`config.mk`:
```
export PLATFORM = sky130hd
export DESIGN_NAME = apb_initiator
export DESIGN_NICKNAME = d
export VERILOG_FILES = /design/src/rtl/apb_initiator.sv
export SDC_FILE = /design/constraint.sdc
export NUM_CORES = 1
export LEC_CHECK = 0
export ABC_AREA = 0
export ABC_CLOCK_PERIOD_IN_PS = 3300
export CORE_ASPECT_RATIO = 0.8
export CORE_MARGIN = 3
export CORE_UTILIZATION = 26
export CTS_CLUSTER_DIAMETER = 100
export CTS_CLUSTER_SIZE = 28
export DETAILED_ROUTE_END_ITERATION = 16
export HOLD_SLACK_MARGIN = 0.05
export MAX_ROUTING_LAYER = met4
export PLACE_DENSITY = 0.52
export SLEW_MARGIN = 25
export SYNTH_ARGS = -nofsm -noshare
export SYNTH_HDL_FRONTEND = slang
export SYNTH_SLANG_ARGS = --single-unit
export TNS_END_PERCENT = 20
```
`constraint.sdc`:
```
create_clock -name HCLK -period 3.3 [get_ports HCLK]
set_input_delay 0.495 -clock HCLK [delete_from_list [all_inputs] [get_ports HCLK]]
set_output_delay 0.495 -clock HCLK [all_outputs]
set_load 0.02 [all_outputs]
```
`src/rtl/apb_initiator.sv`:
```
// Single-outstanding APB initiator: a valid/ready request becomes one SETUP/ACCESS
// transfer, and the result comes back on a valid/ready response channel.
// Optional ACCESS-phase timeout abort is enabled with `define APB_TIMEOUT_EN.
module apb_initiator #(
  parameter int APB_ADDR_WIDTH = 12,
  parameter int TIMEOUT_CYCLES = 255
) (
  input  logic                      HCLK,
  input  logic                      HRESET,
  input  logic                      req_valid_i,
  output logic                      req_ready_o,
  input  logic [APB_ADDR_WIDTH-1:0] req_addr_i,
  input  logic [31:0]               req_wdata_i,
  input  logic                      req_write_i,
  output logic                      rsp_valid_o,
  output logic [31:0]               rsp_rdata_o,
  output logic                      rsp_err_o,
  input  logic                      rsp_ready_i,
  output logic [APB_ADDR_WIDTH-1:0] PADDR,
  output logic [31:0]               PWDATA,
  output logic                      PWRITE,
  output logic                      PSEL,
  output logic                      PENABLE,
  input  logic [31:0]               PRDATA,
  input  logic                      PREADY,
  input  logic                      PSLVERR
);

  typedef enum logic [1:0] {IDLE, SETUP, ACCESS, RESP} state_t;

  typedef struct packed {
    logic [APB_ADDR_WIDTH-1:0] addr;
    logic [31:0]               wdata;
    logic                      write;
  } req_t;

  typedef struct packed {
    logic [31:0] rdata;
    logic        err;
  } rsp_t;

  state_t state_q, state_d;
  req_t   req_q;
  rsp_t   rsp_q;
  logic   up_q;
  logic   done, tmo, xfer;

  assign done = (state_q == ACCESS) && PREADY;

`ifdef APB_TIMEOUT_EN
  localparam int CW = $clog2(TIMEOUT_CYCLES + 1);
  logic [CW-1:0] cnt_q;

  // Abort on the wait cycle whose increment makes the count reach the limit;
  // PREADY in that same cycle wins because tmo requires !PREADY.
  assign tmo = (state_q == ACCESS) && !PREADY && (cnt_q == CW'(TIMEOUT_CYCLES - 1));

  always_ff @(posedge HCLK or posedge HRESET) begin
    if (HRESET)                          cnt_q <= '0;
    else if (state_q == SETUP)           cnt_q <= '0;
    else if (state_q == ACCESS && !PREADY) cnt_q <= cnt_q + 1'b1;
  end
`else
  assign tmo = 1'b0;
`endif

  always_comb begin
    state_d = state_q;
    case (state_q)
      IDLE:    if (req_valid_i && up_q) state_d = SETUP;
      SETUP:   state_d = ACCESS;
      ACCESS:  if (done || tmo) state_d = RESP;
      RESP:    if (rsp_ready_i) state_d = IDLE;
      default: state_d = IDLE;
    endcase
  end

  // up_q keeps req_ready_o low during reset and raises it at the first edge after.
  always_ff @(posedge HCLK or posedge HRESET) begin
    if (HRESET) begin
      state_q <= IDLE;
      up_q    <= 1'b0;
      req_q   <= '0;
      rsp_q   <= '0;
    end else begin
      state_q <= state_d;
      up_q    <= 1'b1;
      if (state_q == IDLE && req_valid_i && up_q)
        req_q <= '{addr: req_addr_i, wdata: req_wdata_i, write: req_write_i};
      if (done)
        rsp_q <= '{rdata: req_q.write ? 32'h0 : PRDATA, err: PSLVERR};
      else if (tmo)
        rsp_q <= '{rdata: 32'h0, err: 1'b1};
    end
  end

  assign xfer        = (state_q == SETUP) || (state_q == ACCESS);
  assign req_ready_o = up_q && (state_q == IDLE);
  assign PSEL        = xfer;
  assign PENABLE     = (state_q == ACCESS);
  assign PADDR       = xfer ? req_q.addr  : '0;
  assign PWDATA      = xfer ? req_q.wdata : '0;
  assign PWRITE      = xfer & req_q.write;
  assign rsp_valid_o = (state_q == RESP);
  assign rsp_rdata_o = rsp_q.rdata;
  assign rsp_err_o   = rsp_q.err;

endmodule

```
# --- After elaboration in Yosys (flattened, before gate mapping) ---
# Cells that the tools add are included.
totals:
  reg_bits: 81
  elab_cells: 29
classes:
  eq_ne: 6
  muxes: 7
  bitwise: 1
  n_reduce_logical: 8
ops:
  columns: ["op", "n"]
  rows:
  - ["$mux W32", 2]
  - ["$mux W12", 1]
  - ["$pmux W2 S4", 1]
  - ["$mux W2", 3]
  - ["$logic_and A1 B1 Y1", 5]
  - ["$eq A2 B2 Y1 const B", 2]
  - ["$ne A2 B1 Y1 const B", 2]
  - ["$reduce_and A3 Y1", 1]
  - ["$eq A2 B1 Y1 const B", 1]
  - ["$logic_not A2 Y1", 1]
  - ["$ne A2 B2 Y1 const B", 1]
  - ["$and A1 B1 Y1", 1]
  - ["$logic_or A1 B1 Y1", 1]

# --- Depth between registers and ports, before layout ---
depth:
  ltp_word: 4
  mapped_depth: 7
  mapped_depth_nobuf: 5

# --- Least setup slack after synthesis ---
# OpenSTA, ideal clock, no wires.
synth_timing:
  path_kind: "register to output"
  start: "reg state_q[1]"
  end: "out PADDR[10]"
  t_arrival_ns: 1.517
  required_time_ns: 2.805
  setup_slack_ns: 1.288
  stages_incl_launch_ff: 6
  path_buffers: 2
  path_cell_list: "dfrtp_1 > inv_1 > ha_1 > clkbuf_1 > clkbuf_1 > and2_1"
synth_between:
  elab_chain_cells: 3
synth_rtl:
  columns: ["element", "line", "rtl"]
  rows:
  - ["start, declared", "42", "state_t state_q, state_d;"]
  - ["start signal, assigned", "86", "state_q <= state_d;"]
  - ["$eq A2 B1 Y1 / $eq A2 B2 Y1 (equally long branches)", "97", "assign xfer = (state_q == SETUP) || (state_q == ACCESS);"]
  - ["$logic_or A1 B1 Y1 (*)", "97", null]
  - ["named net PSEL", "22", "output logic PSEL,"]
  - ["$mux W12 (*)", "101", "assign PADDR = xfer ? req_q.addr : '0;"]
  - ["end, declared", "19", "output logic [APB_ADDR_WIDTH-1:0] PADDR,"]
# The timed path passes the listed nets; every way through them passes the cells marked *.

# --- Worst setup path after layout ---
layout_timing:
  start: "reg state_q[0]"
  end: "out PWDATA[30]"
layout_between:
  elab_chain_cells: 3
layout_rtl:
  columns: ["element", "line", "rtl"]
  rows:
  - ["$eq A2 B1 Y1 / $eq A2 B2 Y1 (equally long branches)", "97", null]
  - ["$logic_or A1 B1 Y1 (*)", "97", null]
  - ["$mux W32 (*)", "102", "assign PWDATA = xfer ? req_q.wdata : '0;"]
  - ["end, declared", "20", "output logic [31:0] PWDATA,"]
# Mark *: on every way between the ends. The rest lies on a longest branch, timed or not.

==> results.sh <==
export IMPL_vias=2672
export IMPL_global_route_overflow_total=0
export IMPL_cts_setup_buffers=0
export IMPL_reg2regPathDepth=6
export IMPL_r2r_start="state_q[0]"
export IMPL_finish_utilization=0.434
export IMPL_hold_path_class="reg -> reg"
export IMPL_power_combinational_fraction=0.545
export IMPL_layout_area_seq_sq_mm=0.00203
export IMPL_synth_cells=305
export IMPL_yosysWarningCount=0
export IMPL_die_w_um=136
export IMPL_critical_path_endpoint_type="output port"
export IMPL_syn_area_per_cell_sq_um=11.6
export IMPL_synth_area_sq_mm=0.00354
export IMPL_power_ir_vdd_worst_uv=496
export IMPL_internal_power_w=0.00397
export IMPL_vias_in_the_first_global_route=2759
export IMPL_min_delay_start="rsp_rdata_o[23]"
export IMPL_power_net_switching_w=0.00229
export IMPL_antenna_cells=0
export IMPL_sequentialPowerShare=0.282
export IMPL_final_antenna_net_count=0
export IMPL_placement_rows=37
export IMPL_numCtsBuffers=9
export IMPL_post_synth_num_cell_types=18
export IMPL_final_setup_skew_ns=0.00578
export IMPL_post_cts_resized=0
export IMPL_ctsLongestPathBuffers=2
export IMPL_report_final_setup_viol=0
export IMPL_maxClockFrequency_mhz=349
export IMPL_core_region_area_sq_mm=0.0131
export IMPL_grt_max_degree=59
export IMPL_timing_critical_path_from_type="register"
export IMPL_io_buffers=164
export IMPL_switching_share=0.366
export IMPL_cts_htree_levels=3
export IMPL_clock_insertion_delay_worst_skew_ns=0.33
export IMPL_worstPathMaxFanout=33
export IMPL_worst_pin_slew_ns=0.896
export IMPL_final_net_count=552
export IMPL_clockRootBuffer="clkbuf_16"
export IMPL_run_status="finished, final reports clean"
export IMPL_reg2reg_setup_slack_ns=1.37
export IMPL_drive_above_1_share=0.143
export IMPL_leakage_nw=2.41
export IMPL_pwr_share_clk=0.173
export IMPL_cts_sink_count=81
export IMPL_die_area_sq_mm=0.0151
export IMPL_detailedPlacementHpwl_um=6710
export IMPL_p_per_area_mw_per_mm2=1100
export IMPL_first_pass_iters=4
export IMPL_fin_crit_ns=2.86
export IMPL_first_iter_violations=71
export IMPL_drc_errors=0
export IMPL_fillCellCount=1249
export IMPL_io_pins=165
export IMPL_grt_first_pass_wirelength_um=14300
export IMPL_grt_total_usage=0.128
export IMPL_via_per_inst=4.14
export IMPL_layout_area_overhead_vs_synth_pct=60.9
export IMPL_fin_crit_sh=0.868
export IMPL_max_cap_violations=0
export IMPL_finalWirelength_um=9200
export IMPL_worst_ep_required_time_ns=2.80
export IMPL_critical_path_class="reg -> out"
export IMPL_critical_path_startpoint="state_q[0]"
export IMPL_layout_cells_most_common_list="clkdlybuf4s50_1 (164), dfrtp_1 (81), mux2_2 (46)"
export IMPL_cp_arrival_ns=2.37
export IMPL_most_common_cell_after_layout_fill_and_taps_aside="clkdlybuf4s50_1"
export IMPL_routability_congestion_estimate=0.714
export IMPL_route_detailed_wl_per_inst_um=14.3
export IMPL_synth_yosys_seq_area_share=0.573
export IMPL_start_util=0.270
export IMPL_setup_repair_after_global_routing_missed_its_margin="no"
export IMPL_report_final_hold_viol_count=0
export IMPL_holdBufCountCts=0
export IMPL_grt_antenna_before_repair=0
export IMPL_synth_net_count=392
export IMPL_multiInputGateArea_sq_mm=0.00139
export IMPL_sum_neg_setup_slack_ns=0
export IMPL_timing_slew_headroom=0.400
export IMPL_cts_clk_slew_worst_paths_ns=0.06
export IMPL_die_h_um=110
export IMPL_synth_ff_latch_count=81
export IMPL_crit_end="PWDATA[30]"
export IMPL_reg_to_reg_critical_path_endpoint="rsp_rdata_o[20]"
export IMPL_tritoncts="yes"
export IMPL_timing_max_transition_violations_final=0
-- flip-flops by register name (all words and copies together) (netlist names) --
signal	count
state_q	2
rsp_err_o	1
up_q	1
req_q	45
rsp_rdata_o	32
-- power groups by stage --
stage	sequential, W	clock (W)	combinational [W]
global route	0.00184	0.00116	0.00368
floorplan	0.00193	0	0.00166
detailed placement	0.00179	0	0.00346
CTS	0.00178	0.00113	0.00347
finish	0.00177	0.00108	0.00341
global placement	0.00177	0	0.00345
-- cell usage after synthesis --
| master | instances | area (sq um) |
|---|---|---|
| mux2i_1 | 1 | 10.0 |
| nor2_1 | 1 | 3.75 |
| o21ai_0 | 32 | 160 |
| mux2_2 | 46 | 518 |
| nand2_1 | 34 | 128 |
| and2_1 | 45 | 282 |
| nand2b_1 | 32 | 200 |
| buf_2 | 1 | 5.00 |
| conb_1 | 1 | 3.75 |
| a222oi_1 | 1 | 10.0 |
| ha_1 | 4 | 50.1 |
| clkbuf_1 | 14 | 52.6 |
| and2_2 | 1 | 7.51 |
| buf_6 | 4 | 45.0 |
| inv_1 | 5 | 18.8 |
| dfrtp_1 | 81 | 2030 |
| mux2_1 | 1 | 11.3 |
| nand2_2 | 1 | 6.26 |
-- metal layers --
layer / wire, um / part of all wire / GRT usage
met1: 4130 / 0.45 / 0.160
met2: 4360 / 0.47 / 0.196
met5: 0 / 0 / -
met4: 180 / 0.020 / 0.0482
met3: 531 / 0.058 / 0.0390
-- layout make-up --
class,instances,share of cell area
well taps,175,0.0385
repair buffers,168,0.300
inverters,5,0.00352
multi-input cells,200,0.245
clock inverters,2,0.0106
flip-flops and latches,81,0.356
clock buffers,14,0.0464
-- metrics by stage --
stage,worst slack (ns),total power [W],hold WS [ns],instance area (sq um),instances
CTS,0.405,0.00638,0.483,5690,645
finish,0.436,0.00626,0.477,5690,645
floorplan,0.725,0.00359,0.470,3540,305
global placement,0.772,0.00522,0.463,5370,629
global route,0.205,0.00669,0.511,5690,645
detailed placement,0.775,0.00525,0.470,5370,629
-- worst max-delay path, cell delays in order (launching register included) --
cell,delay (ns)
dfrtp_1,0.35
inv_1,0.09
ha_1,0.59
buf_12,0.23
and2_1,0.17
clkdlybuf4s50_1,0.61
-- cell families (layout without fill, tap and decap cells) --
family                   Yosys count  after routing  synth area share
AND/OR/NAND/NOR                  114            114             0.177
flip-flops                        81             81             0.573
multiplexers                      48             48             0.152
AO/OA/AOI/OAI                     33             33            0.0481
buffers and inverters             24            189            0.0343
adder cells (fa/ha/maj)            4              4            0.0141
other                              1              1           0.00106
-- how the worst min path moves through the flow --
stage	depth (start not counted)	slack (ns)	to
detailed placement	2	0.47	rsp_rdata_o[23]
global placement	2	0.46	rsp_rdata_o[26]
floorplan	1	0.47	req_q[10]
finish	2	0.48	rsp_rdata_o[23]
CTS	2	0.48	rsp_rdata_o[23]
global route	1	0.51	req_q[10]
(Power assumes the default switching activity.)
